**src/rtl/seg7_pkg.sv**
```systemverilog
// Shared constants for the seg7 display driver: active-low segment
// patterns ordered {g,f,e,d,c,b,a}.
package seg7_pkg;

    typedef logic [6:0] seg_t;

    // Decimal digits
    localparam seg_t SEG_0 = 7'b1000000;
    localparam seg_t SEG_1 = 7'b1111001;
    localparam seg_t SEG_2 = 7'b0100100;
    localparam seg_t SEG_3 = 7'b0110000;
    localparam seg_t SEG_4 = 7'b0011001;
    localparam seg_t SEG_5 = 7'b0010010;
    localparam seg_t SEG_6 = 7'b0000010;
    localparam seg_t SEG_7 = 7'b1111000;
    localparam seg_t SEG_8 = 7'b0000000;
    localparam seg_t SEG_9 = 7'b0010000;

    // Hex letters
    localparam seg_t SEG_A = 7'b0001000;
    localparam seg_t SEG_B = 7'b0000011;
    localparam seg_t SEG_C = 7'b1000110;
    localparam seg_t SEG_D = 7'b0100001;
    localparam seg_t SEG_E = 7'b0000110;
    localparam seg_t SEG_F = 7'b0001110;

    // Special patterns
    localparam seg_t SEG_DASH  = 7'b0111111;
    localparam seg_t SEG_OFF   = 7'b1111111;
    localparam seg_t SEG_BLANK = SEG_OFF;

endpackage

```
**src/rtl/seg7_decode.sv**
```systemverilog
// Combinational 4-bit code to active-low 7-segment pattern.
// Define SEG7_HEX_EN to show A..F for codes 10..15; otherwise they show a dash.
module seg7_decode
    import seg7_pkg::*;
(
    input  logic [3:0] code_i,
    output logic [6:0] seg_o
);

    // Table lookup; non-decimal codes depend on the hex build option.
    always_comb begin
        // NOTE: assign a default before the case so no code path infers a latch.
        seg_o = SEG_DASH;
        case (code_i)
            4'd0:    seg_o = SEG_0;
            4'd1:    seg_o = SEG_1;
            4'd2:    seg_o = SEG_2;
            4'd3:    seg_o = SEG_3;
            4'd4:    seg_o = SEG_4;
            4'd5:    seg_o = SEG_5;
            4'd6:    seg_o = SEG_6;
            4'd7:    seg_o = SEG_7;
            4'd8:    seg_o = SEG_8;
            4'd9:    seg_o = SEG_9;
`ifdef SEG7_HEX_EN
            4'd10:   seg_o = SEG_A;
            4'd11:   seg_o = SEG_B;
            4'd12:   seg_o = SEG_C;
            4'd13:   seg_o = SEG_D;
            4'd14:   seg_o = SEG_E;
            4'd15:   seg_o = SEG_F;
`else
            default: seg_o = SEG_DASH;
`endif
        endcase
    end

endmodule

```
**src/rtl/seg7_scan_mux.sv**
```systemverilog
// Time-multiplexed common-anode 7-segment driver. Scans one digit per
// SCAN_DIV-cycle slot with DEAD_CYC cycles of anode-off dead time, supports
// leading-zero blanking and swaps in newly loaded values only at frame
// boundaries. Define SEG7_HEX_EN (seen by seg7_decode) for hex letters.
module seg7_scan_mux
    import seg7_pkg::*;
#(
    parameter int DIGITS   = 4,
    parameter int SCAN_DIV = 50000,
    parameter int DEAD_CYC = 64
) (
    input  logic                clk,
    input  logic                rst_n,
    input  logic [4*DIGITS-1:0] value,
    input  logic [DIGITS-1:0]   dp_in,
    input  logic                load,
    input  logic                blank_lz,
    output logic [6:0]          leds,
    output logic                dp,
    output logic [DIGITS-1:0]   an,
    output logic                frame
);

    localparam int CNT_W = $clog2(SCAN_DIV);
    localparam int IDX_W = (DIGITS > 1) ? $clog2(DIGITS) : 1;
    localparam int VAL_W = 4 * DIGITS;

    localparam logic [CNT_W-1:0] CNT_LAST = CNT_W'(SCAN_DIV - 1);
    localparam logic [CNT_W-1:0] CNT_ON   = CNT_W'(DEAD_CYC);
    localparam logic [IDX_W-1:0] IDX_LAST = IDX_W'(DIGITS - 1);

    // Scan position
    logic [CNT_W-1:0]  cnt_q, cnt_d;
    logic [IDX_W-1:0]  idx_q, idx_d;

    // Displayed (shadow) and waiting (pending) data
    logic [VAL_W-1:0]  shadow_val_q, shadow_val_d;
    logic [DIGITS-1:0] shadow_dp_q, shadow_dp_d;
    logic [VAL_W-1:0]  pend_val_q, pend_val_d;
    logic [DIGITS-1:0] pend_dp_q, pend_dp_d;
    logic              pend_flag_q, pend_flag_d;

    // Registered outputs
    logic [6:0]        leds_q, leds_d;
    logic              dp_q, dp_d;
    logic [DIGITS-1:0] an_q, an_d;
    logic              frame_q, frame_d;

    // Internal combinational signals
    logic              slot_end;
    logic              frame_wrap;
    logic [3:0]        cur_code;
    logic              cur_dp;
    logic [DIGITS-1:0] lz_mask;
    logic              cur_blank;
    logic [6:0]        dec_seg;

    // Prescaler and digit index advance; the index wrap marks the frame boundary.
    always_comb begin
        slot_end   = (cnt_q == CNT_LAST);
        frame_wrap = slot_end && (idx_q == IDX_LAST);
        cnt_d      = slot_end ? '0 : cnt_q + CNT_W'(1);
        idx_d      = idx_q;
        if (slot_end) begin
            idx_d = (idx_q == IDX_LAST) ? '0 : idx_q + IDX_W'(1);
        end
    end

    // Load capture: loads park in pending, which is promoted at the frame
    // boundary; a load landing on the boundary itself goes straight to shadow.
    always_comb begin
        shadow_val_d = shadow_val_q;
        shadow_dp_d  = shadow_dp_q;
        pend_val_d   = pend_val_q;
        pend_dp_d    = pend_dp_q;
        pend_flag_d  = pend_flag_q;
        if (frame_wrap) begin
            if (load) begin
                shadow_val_d = value;
                shadow_dp_d  = dp_in;
            end else if (pend_flag_q) begin
                shadow_val_d = pend_val_q;
                shadow_dp_d  = pend_dp_q;
            end
            pend_flag_d = 1'b0;
        end else if (load) begin
            pend_val_d  = value;
            pend_dp_d   = dp_in;
            pend_flag_d = 1'b1;
        end
    end

    // Digit select and leading-zero mask: lz_mask[k] is set when shadow
    // digits k..DIGITS-1 are all zero.
    always_comb begin
        logic run_zero;
        cur_code = 4'd0;
        cur_dp   = 1'b0;
        run_zero = 1'b1;
        lz_mask  = '0;
        for (int k = DIGITS - 1; k >= 0; k--) begin
            run_zero   = run_zero && (shadow_val_q[4*k +: 4] == 4'd0);
            lz_mask[k] = run_zero;
        end
        cur_blank = 1'b0;
        for (int k = 0; k < DIGITS; k++) begin
            if (idx_q == IDX_W'(k)) begin
                cur_code  = shadow_val_q[4*k +: 4];
                cur_dp    = shadow_dp_q[k];
                cur_blank = blank_lz && (k > 0) && lz_mask[k];
            end
        end
    end

    seg7_decode u_decode (
        .code_i (cur_code),
        .seg_o  (dec_seg)
    );

    // Output next-state: anode on only after the dead time, active-low drive.
    always_comb begin
        leds_d  = cur_blank ? SEG_BLANK : dec_seg;
        dp_d    = ~cur_dp;
        frame_d = frame_wrap;
        an_d    = '1;
        for (int k = 0; k < DIGITS; k++) begin
            an_d[k] = !((cnt_q >= CNT_ON) && (idx_q == IDX_W'(k)));
        end
    end

    // State and output registers with asynchronous reset.
    always_ff @(posedge clk or negedge rst_n) begin
        if (!rst_n) begin
            cnt_q        <= '0;
            idx_q        <= '0;
            // NOTE: shadow/pending are ordinary flops, not a RAM, so they are
            // reset; this discards pending data and fixes the first frame.
            shadow_val_q <= '0;
            shadow_dp_q  <= '0;
            pend_val_q   <= '0;
            pend_dp_q    <= '0;
            pend_flag_q  <= 1'b0;
            leds_q       <= SEG_OFF;
            dp_q         <= 1'b1;
            an_q         <= '1;
            frame_q      <= 1'b0;
        end else begin
            // NOTE: non-blocking so every register samples pre-edge values.
            cnt_q        <= cnt_d;
            idx_q        <= idx_d;
            shadow_val_q <= shadow_val_d;
            shadow_dp_q  <= shadow_dp_d;
            pend_val_q   <= pend_val_d;
            pend_dp_q    <= pend_dp_d;
            pend_flag_q  <= pend_flag_d;
            leds_q       <= leds_d;
            dp_q         <= dp_d;
            an_q         <= an_d;
            frame_q      <= frame_d;
        end
    end

    assign leds  = leds_q;
    assign dp    = dp_q;
    assign an    = an_q;
    assign frame = frame_q;

endmodule
```
**config.mk**
```make
export PLATFORM = sky130hd
export DESIGN_NAME = seg7_scan_mux
export DESIGN_NICKNAME = d
export VERILOG_FILES = /design/src/rtl/seg7_pkg.sv /design/src/rtl/seg7_decode.sv /design/src/rtl/seg7_scan_mux.sv
export SDC_FILE = /design/constraint.sdc
export NUM_CORES = 1
export LEC_CHECK = 0
export BUFFER_PORTS_ARGS = -buffer_cell sky130_fd_sc_hd__clkbuf_2
export CAP_MARGIN = 25
export CORE_AREA = 2 2 85 87
export DETAILED_ROUTE_END_ITERATION = 8
export DIE_AREA = 0 0 87 89
export PLACE_DENSITY = 0.78
export SETUP_SLACK_MARGIN = 0.15
export SLEW_MARGIN = 20
export SYNTH_ARGS = -nofsm -noshare
export SYNTH_HDL_FRONTEND = slang
export SYNTH_SLANG_ARGS = --single-unit
```
**constraint.sdc**
```tcl
create_clock -name clk -period 2.2 [get_ports clk]
set_input_delay 0.11 -clock clk [delete_from_list [all_inputs] [get_ports clk]]
set_output_delay 0.11 -clock clk [all_outputs]
set_load 0.02 [all_outputs]
```
**Word level (Yosys, flattened, before mapping)**

Memories as Yosys holds them, arrays and structs flattened.
Index checks and enable logic that the tools add are counted.

- Memories: 1
- Bits in latches: 0
- Bits in read-only memories: 112
- Input bits: 24
- Register bits after elaboration: 72
- Bits in writable memories: 0
- Logic and storage cells: 63

Memory list:

| name | words | width | rd ports | clocked after Yosys merged registers in | write ports | line | RTL |
|---|---|---|---|---|---|---|---|
| (no name shown) | 16 | 7 | 1 | 0 | 0 | seg7_decode.sv:14 | `case (code_i)` |

- Shift-type cells: 0
- Add/subtract/negate cells: 2
- $mul: 0
- Bitwise logic cells: 2
- Div/mod/pow operators: 0
- Reductions and logical operators: 22
- Magnitude comparators: 1
- Muxes and demuxes: 20
- Equal/unequal tests: 4

Operators with widths:

| kind | number |
|---|---|
| $mux 16 | 3 |
| $mux 4 | 6 |
| $add 16x1->16 const B | 1 |
| $eq 16x16->1 const B | 1 |
| $ge 16x7->1 const B | 1 |
| $logic_not 4->1 | 3 |
| $logic_and 1x1->1 | 10 |
| $mux 1 | 9 |
| $mux 7 | 1 |
| $eq 2x2->1 const B | 2 |
| $logic_not 1->1 | 4 |
| $reduce_and 2->1 | 2 |
| $reduce_bool 2->1 | 2 |
| $add 2x1->2 const B | 1 |
| $eq 2x1->1 const B | 1 |
| $logic_not 2->1 | 1 |
| $mux 2 | 1 |
| $not 1->1 | 2 |

**Longest topological paths before layout**

Gate-level depths: netlist of the first run.

- Depth after elaboration: 8
- Depth in mapped cells: 8

**Modules after synthesis**

A second synthesis of the first run with hierarchy kept.

- Cell total of the unflattened synthesis: 326
- Area, all modules: 3,438.3 µm²

By module, submodules not included:

| module | area an instance (µm²) | cells each | times used |
|---|---|---|---|
| seg7_scan_mux | 3,233.1 | 293 | 1 |
| seg7_decode | 205.2 | 33 | 1 |

**Least setup slack after synthesis of the first run**

No wires, ideal clock.

- Path kind: register to register
- Start: register cnt_q[7]
- End: register pend_dp_q[0]
- Library setup time: 0.125 ns
- Required time: 2.075 ns
- Cell stages (with the launch flop): 7
- Slack: -0.089 ns
- Clock period less this slack: 2.289 ns
- Arrival time: 2.164 ns
- Cells stage by stage: dfrtp_1 -> buf_2 -> or4_1 -> nor4_4 -> a21o_2 -> buf_6 -> mux2_2

- Cells in the longest elaborated chain, start to end: 4

Ends and longest elaborated chain:

| element | line | RTL |
|---|---|---|
| from (decl) | seg7_scan_mux.sv:33 | `logic [CNT_W-1:0] cnt_q, cnt_d;` |
| from (signal assigned) | seg7_scan_mux.sv:149 | `cnt_q <= cnt_d;` |
| $eq 16x16->1 | seg7_scan_mux.sv:60 | `slot_end = (cnt_q == CNT_LAST);` |
| $logic_and 1x1->1 | seg7_scan_mux.sv:61 | `frame_wrap = slot_end && (idx_q == IDX_LAST);` |
| $not 1->1 (no line) | -- |  |
| $reduce_and 2->1 (no line) | -- |  |
| to (signal assigned) | seg7_scan_mux.sv:154 | `pend_dp_q <= pend_dp_d;` |
| to (decl) | seg7_scan_mux.sv:40 | `logic [DIGITS-1:0] pend_dp_q, pend_dp_d;` |

No other way between the ends.
A chain may end at the register's enable or synchronous reset.

**Final worst setup path of the first run**

- Start: register cnt_q[12]
- End: register pend_val_q[2]

- Cells in the longest elaborated chain, start to end: 4

Ends and longest elaborated chain:

| element | line | RTL |
|---|---|---|
| $eq 16x16->1 | seg7_scan_mux.sv:60 |  |
| $logic_and 1x1->1 | seg7_scan_mux.sv:61 |  |
| $not 1->1 (no line) | -- |  |
| $reduce_and 2->1 (no line) | -- |  |
| to (signal assigned) | seg7_scan_mux.sv:153 | `pend_val_q <= pend_val_d;` |
| to (decl) | seg7_scan_mux.sv:39 | `logic [VAL_W-1:0] pend_val_q, pend_val_d;` |

No other way between the ends.

==> flow_summary_export.csv, run 1 <==
group,metric,value,unit
placed_design,place_inst,438,
timing,tns,0,ns
worst_setup_path,slowest_delay,0.54,ns
synthesis,ys_warn_count,0,
route,wl,8340,um
worst_setup_path,r2r_end,"pend_val_q[2]",
route,drcViolationCount,0,
finish,layout-drive-gt1-share,33.2,%
timing,hold_viol,0,
timing,finalSetupViolations,0,
finish,stdcell_count,474,
worst_setup_path,worstPathRequired,2.44,ns
placed_design,post-dp-hpwl,5150,um
global_routing,grt_pass1_vias,2729,
synthesis,synth-async-reset-ratio,100,%
finish,antenna_cells,0,
power_and_ir_drop,power_density,626,nW/um^2
power_and_ir_drop,ir_drop,421,uV
run,maxCapViolations,0,
synthesis,syn_area,3550,sq um
cts,clkSinkCount,72,
worst_setup_path,critPathBufInv,1,
cts,clk_pin_slew,0.08,ns
finish,fillers,517,
worst_setup_path,r2r_cells,5,
cts,clock_latency,0.35,ns
synthesis,ys_types,48,
placed_design,dp_worst_setup_slack,-0.0425,ns
cts,cts_root_buffer,"clkbuf_8",
timing,maxSlewHeadroom,54.0,%
global_routing,grt_max_degree,73,
worst_setup_path,worstPathArrival,2.30,ns
hold_path,hold_class,"primary input to register",
global_routing,antenna_found_initial,0,
hold_path,whs_path_depth,2,
worst_setup_path,cp_cell_sequence,"or4_4 > nor4_4 > a21o_4 > buf_6 > mux2_2",
floorplanning,die_h,89,um
timing,post-route-min-period,2.06,ns
floorplanning,row_count,30,
synthesis,syn_inst,323,
worst_setup_path,path_delay_family,"simple AND/OR/NAND/NOR gates",
floorplanning,num_io_pins,37,
worst_setup_path,slowest_stage,"or4_4",
hold_path,hold_start,"value[4]",
route,antenna_left,0,
floorplanning,die_x,87,um
synthesis,seq_area_frac_synth,51.2,%
route,drtIter0Drc,254,
worst_setup_path,critPathCaptureType,"register",
cts,cts_made_buffers,9,
global_routing,grt_usage,21.8,%
cts,clk_path_buf_depth,2,
route,num_vias,2857,
floorplanning,fp.dieArea,7740,sq um
synthesis,ys.flop_type,"dfrtp_1",
timing,tightest_slew,0.690,ns
timing,max_freq,486,MHz
finish,multi_input_area,1730,sq um
finish,syn_to_final_growth,25.3,%
worst_setup_path,worstSetupStartpointType,"register",
route,wl_per_cell,17.6,um
timing,clock-skew-final,0.00805,ns
finish,regArea,1820,sq um
synthesis,synth_seq_cells,72,
worst_setup_path,r2r-start,"cnt_q[12]",
global_routing,grt_overflow_total,0,
cts,htreeDepth,3,
power_and_ir_drop,p_total,0.00278,W
floorplanning,coreArea,6720,sq um
worst_setup_path,crit_type,"register to register",
finish,layout.nets,420,
worst_setup_path,cp_max_fo,5,
route,drt-pass1-iter-count,5,
worst_setup_path,regToRegSetupSlack,0.14,ns
synthesis,syn_area_per_cell,11.0,sq um
global_routing,grt_first_pass_wirelength,13000,um
timing,slew_viol_final,0,
synthesis,synth-edff-count,0,
synthesis,syn_nets,354,
timing,fin_ws,0.143,ns
cts,cts_tree,"yes",
timing,grt_setup_unrepaired,"true",
floorplanning,initial_core_util,52.8,%
hold_path,whs_endpoint,"pend_val_q[4]",
power_and_ir_drop,p_leak,1.97,nW
placed_design,gp_congestion,0.835,
placed_design,port_buffers,36,
timing,holdWs,0.00924,ns
route,viasPerCell,6.03,
outcome,status,"completed",
timing,finalCritPeriodShare,93.5,%
## final cells by class
cell class              count  area share [%]
multi-input cells         218            38.8
clock buffers              10            2.87
repair buffers             74            12.6
clock inverters             6            1.35
flip-flops and latches     72            40.9
inverters                  14            1.18
well taps                  80            2.25
## registers in the layout, indices dropped and copies added (netlist names)
name,count
cnt_q,16
pend_flag_q,1
frame,1
idx_q,2
pend_dp_q,4
leds,7
an,4
dp,1
pend_val_q,16
shadow_dp_q,4
shadow_val_q,16
## worst register-to-register path, delay by kind of cell (launching register included)
family | cells | cell delay, ns
compound gates | 1 | 0.23
buf+inv | 1 | 0.15
flops | 1 | 0.40
simple gates | 2 | 0.84
mux | 1 | 0.33
## timing repair
item                       CTS  global route
setup endpoints to repair   41            50
resized for setup            6            25
pin swaps                    0             4
hold endpoints to repair    71             0
hold buffers                12             0
setup buffers                0             5
gates cloned                 0             3
## stage by stage
step,cell area (sq um),utilization [%]
after global routing,4450,66.2
after floorplan,3570,-
after CTS,4260,63.3
after detailed placement,3910,58.2
after global placement,3910,58.2
final,4450,66.2
## cell usage after synthesis, types with 4 or more instances
cell type | number | share of area (%)
clkbuf_1 | 14 | 1.5
inv_1 | 14 | 1.5
o21ai_0 | 6 | 0.85
and2_1 | 15 | 2.6
a221oi_1 | 6 | 1.5
a211oi_1 | 9 | 1.9
dfrtp_1 | 60 | 42
o2bb2ai_1 | 16 | 3.9
ha_1 | 7 | 2.5
nor2b_1 | 5 | 0.88
mux2_2 | 20 | 6.3
nor2_1 | 16 | 1.7
nand3b_1 | 8 | 1.7
nand3_1 | 8 | 1.1
a21oi_1 | 4 | 0.56
nor3b_1 | 4 | 0.85
dfstp_2 | 12 | 8.9
nand2_1 | 14 | 1.5
nor4_1 | 6 | 1.1
a31oi_1 | 18 | 3.2
xnor2_1 | 9 | 2.2
nand4_1 | 6 | 1.1
nor3_1 | 8 | 1.1
## cells by family (layout without fill, tap and decap cells)
family          Yosys count  count (layout)  synth area share [%]
simple gates            105             105                  17.4
buf+inv                  33             104                  4.02
mux                      21              21                  6.63
flops                    72              72                  51.2
fa+ha+maj                 7               7                  2.47
compound gates           73              73                  15.3
xor+xnor                 12              12                  2.96
## power by group
group | leakage (nW) | switching, W | internal, W
registers | 0.869 | 0.0000418 | 0.00140
logic | 1.01 | 0.000151 | 0.000167
clock network | 0.0920 | 0.000500 | 0.000518
total | 1.97 | 0.000692 | 0.00209
## routing by layer
metal	share of wire, %	routed length [um]	vias to the layer above	track usage [%]
met5	0	0	-	0
met4	1.7	142	0	9.80
li1	-	-	1334	-
met2	48	3990	102	34.4
met3	4.9	410	14	3.14
met1	46	3800	1407	30.1
## cells in the final DEF (no fill, tap or decap), types with 3 or more instances in the layout
master,netlist,final
ha_2,0,3
clkinv_2,0,3
a221oi_1,6,5
dlygate4sd3_1,0,12
nor3_1,8,7
or2_2,3,3
o32ai_1,3,3
ha_1,7,4
clkbuf_2,0,35
and2_1,15,15
inv_1,14,14
a21oi_1,4,4
nand2_1,14,14
or4_4,0,3
nor2_1,16,16
o2bb2ai_1,16,16
dfstp_2,12,12
buf_4,0,21
nand3_1,8,7
nand4_1,6,6
a211oi_1,9,8
xnor2_1,9,9
dfrtp_1,60,58
mux2_4,0,17
clkbuf_8,0,9
mux2_2,20,3
nor2b_1,5,5
nor3b_1,4,4
xor2_1,3,3
a31oi_1,18,18
o21ai_0,6,6
nor4_1,6,5
nand3b_1,8,8
## worst max path at each step
stage | endpoint | startpoint | depth (start not counted) | slack (ns)
6_report | pend_val_q[2] | cnt_q[12] | 5 | 0.14
5_1_grt | pend_val_q[3] | cnt_q[11] | 5 | 0.05
4_1_cts | pend_val_q[7] | cnt_q[11] | 5 | 0.1
3_5_place_dp | shadow_dp_q[1] | cnt_q[13] | 4 | -0.04
3_3_place_gp | shadow_dp_q[0] | cnt_q[13] | 4 | 0.02
2_1_floorplan | pend_dp_q[0] | cnt_q[11] | 5 | 0.01
Power figures use the tool's default switching activity.
==> run 2: changes to the inputs <==
PLACE_DENSITY = default   (was 0.78)
PLACE_DENSITY_LB_ADDON = 0.12   (was default)
==> run 2 against run 1 <==
Wire length shrank 5.0%; utilization increased by 0.58 points; fmax down 0.85%; critical path type unchanged.
==> flow_summary_export.csv, run 2 (same netlist as run 1, synthesis figures left out) <==
group,metric,value,unit
worst_setup_path,crit_type,"register to register",
route,drcViolationCount,0,
cts,clock_latency,0.35,ns
cts,clkSinkCount,72,
route,viasPerCell,5.76,
outcome,status,"completed",
cts,cts_root_buffer,"clkbuf_8",
finish,layout.nets,428,
placed_design,port_buffers,36,
floorplanning,die_h,89,um
global_routing,grt_usage,21.2,%
global_routing,met3_usage,3.79,%
worst_setup_path,worstPathRequired,2.43,ns
cts,clk_path_buf_depth,2,
route,num_vias,2776,
worst_setup_path,r2r-start,"cnt_q[5]",
timing,holdWs,0.0102,ns
floorplanning,die_x,87,um
global_routing,grt_pass1_vias,2679,
worst_setup_path,cp_max_fo,10,
floorplanning,fp.dieArea,7740,sq um
hold_path,hold_class,"primary input to register",
finish,top_regs,"cnt_q: 16 flops, pend_val_q: 16 flops, shadow_val_q: 16 flops",
worst_setup_path,crit_end,"pend_val_q[11]",
run,maxCapViolations,0,
placed_design,gp_congestion,0.856,
route,drtIter0Drc,161,
floorplanning,num_io_pins,37,
floorplanning,row_count,30,
route,wl,7920,um
timing,slew_viol_final,0,
hold_path,whs_path_depth,2,
power_and_ir_drop,p_leak,1.98,nW
timing,post-route-min-period,2.07,ns
placed_design,post-dp-hpwl,5170,um
cts,cts_made_buffers,9,
cts,htreeDepth,3,
finish,final_cell_mix,"dfrtp_1 (60), clkbuf_2 (35), buf_4 (25), a31oi_1 (18)",
worst_setup_path,worstSetupStartpointType,"register",
timing,grt_setup_unrepaired,"true",
worst_setup_path,critPathCaptureType,"register",
cts,clk_pin_slew,0.08,ns
worst_setup_path,worstPathArrival,2.31,ns
finish,layout-drive-gt1-share,33.1,%
worst_setup_path,crit_start,"cnt_q[5]",
power_and_ir_drop,ir_drop,431,uV
timing,finalSetupViolations,0,
finish,syn_to_final_growth,26.4,%
power_and_ir_drop,power_density,629,nW/um^2
floorplanning,coreArea,6720,sq um
route,wl_per_cell,16.4,um
finish,antenna_cells,0,
global_routing,grt_busiest_layer,"met2",
timing,finalCritPeriodShare,94.3,%
cts,cts_tree,"yes",
global_routing,grtUsageMet2,32.0,%
worst_setup_path,regToRegSetupSlack,0.13,ns
floorplanning,initial_core_util,52.8,%
global_routing,gr-usage-met1,30.4,%
timing,tns,0,ns
timing,max_freq,482,MHz
global_routing,grt_overflow_total,0,
global_routing,grt_max_degree,54,
route,antenna_left,0,
global_routing,grt_first_pass_wirelength,12700,um
timing,clock-skew-final,0.0111,ns
worst_setup_path,r2r_end,"pend_val_q[11]",
global_routing,antenna_found_initial,0,
route,drt-pass1-iter-count,4,
timing,maxSlewHeadroom,69.4,%
timing,tightest_slew,0.457,ns
finish,mostFrequentLayoutCell,"dfrtp_1",
timing,hold_viol,0,
worst_setup_path,r2r_cells,5,
## run 2: cell type report
cell class	instances	area, sq um
timing repair buffer	82	616
inverter	14	52.6
fill	527	2230
clock buffer	9	124
sequential	72	1820
tap	80	100
clock inverter	7	80.1
multi-input combinational	218	1700
## run 2: per-stage QoR
| stage | cells | power, W | util, % | setup slack [ns] | cell area [sq um] |
|---|---|---|---|---|---|
| 2_1_floorplan | 323 | 0.00162 | - | 0.0110 | 3570 |
| 3_3_place_gp | 443 | 0.00172 | 58.8 | 0.0174 | 3950 |
| 3_5_place_dp | 443 | 0.00172 | 58.8 | 0.00113 | 3950 |
| 4_1_cts | 477 | 0.00282 | 64.8 | 0.107 | 4350 |
| 5_1_grt | 482 | 0.00295 | 66.7 | 0.0787 | 4480 |
| 6_report | 482 | 0.00282 | 66.7 | 0.125 | 4480 |
## run 2: power by group
group | switching [W] | internal [W]
sequential | 0.0000420 | 0.00140
combinational | 0.000141 | 0.000160
clock | 0.000538 | 0.000535
## run 2: metal layers
layer | up-vias | part of all wire, % | wire length [um]
met5 | - | 0 | 0
met4 | 0 | 1.1 | 89
met3 | 8 | 3.8 | 300
met2 | 63 | 46 | 3640
met1 | 1358 | 49 | 3900
li1 | 1347 | - | -
## run 2: worst min path at each step
stage          startpoint            end  slack [ns]
6_report         value[6]  pend_val_q[6]        0.01
5_1_grt          value[6]  pend_val_q[6]       0.009
4_1_cts          value[6]  pend_val_q[6]     0.00004
3_5_place_dp        rst_n       cnt_q[5]        0.07
3_3_place_gp        rst_n       cnt_q[5]        0.07
2_1_floorplan       rst_n       cnt_q[0]       -0.19
## run 2: repair_timing
item | in CTS | in global routing
pin swaps | 2 | 0
cloned | 0 | 2
setup buffers | 2 | 3
hold buffers | 16 | 0
gates resized for setup | 3 | 19
endpoints found under the hold margin | 23 | 0
setup endpoints to repair | 39 | 51
## run 2: critical path, cell delays in order (launching register included)
cell and delay (ns):
dfrtp_1 0.39, or4_4 0.55, nor4_4 0.31, a21o_4 0.22, buf_12 0.15, mux2_2 0.34
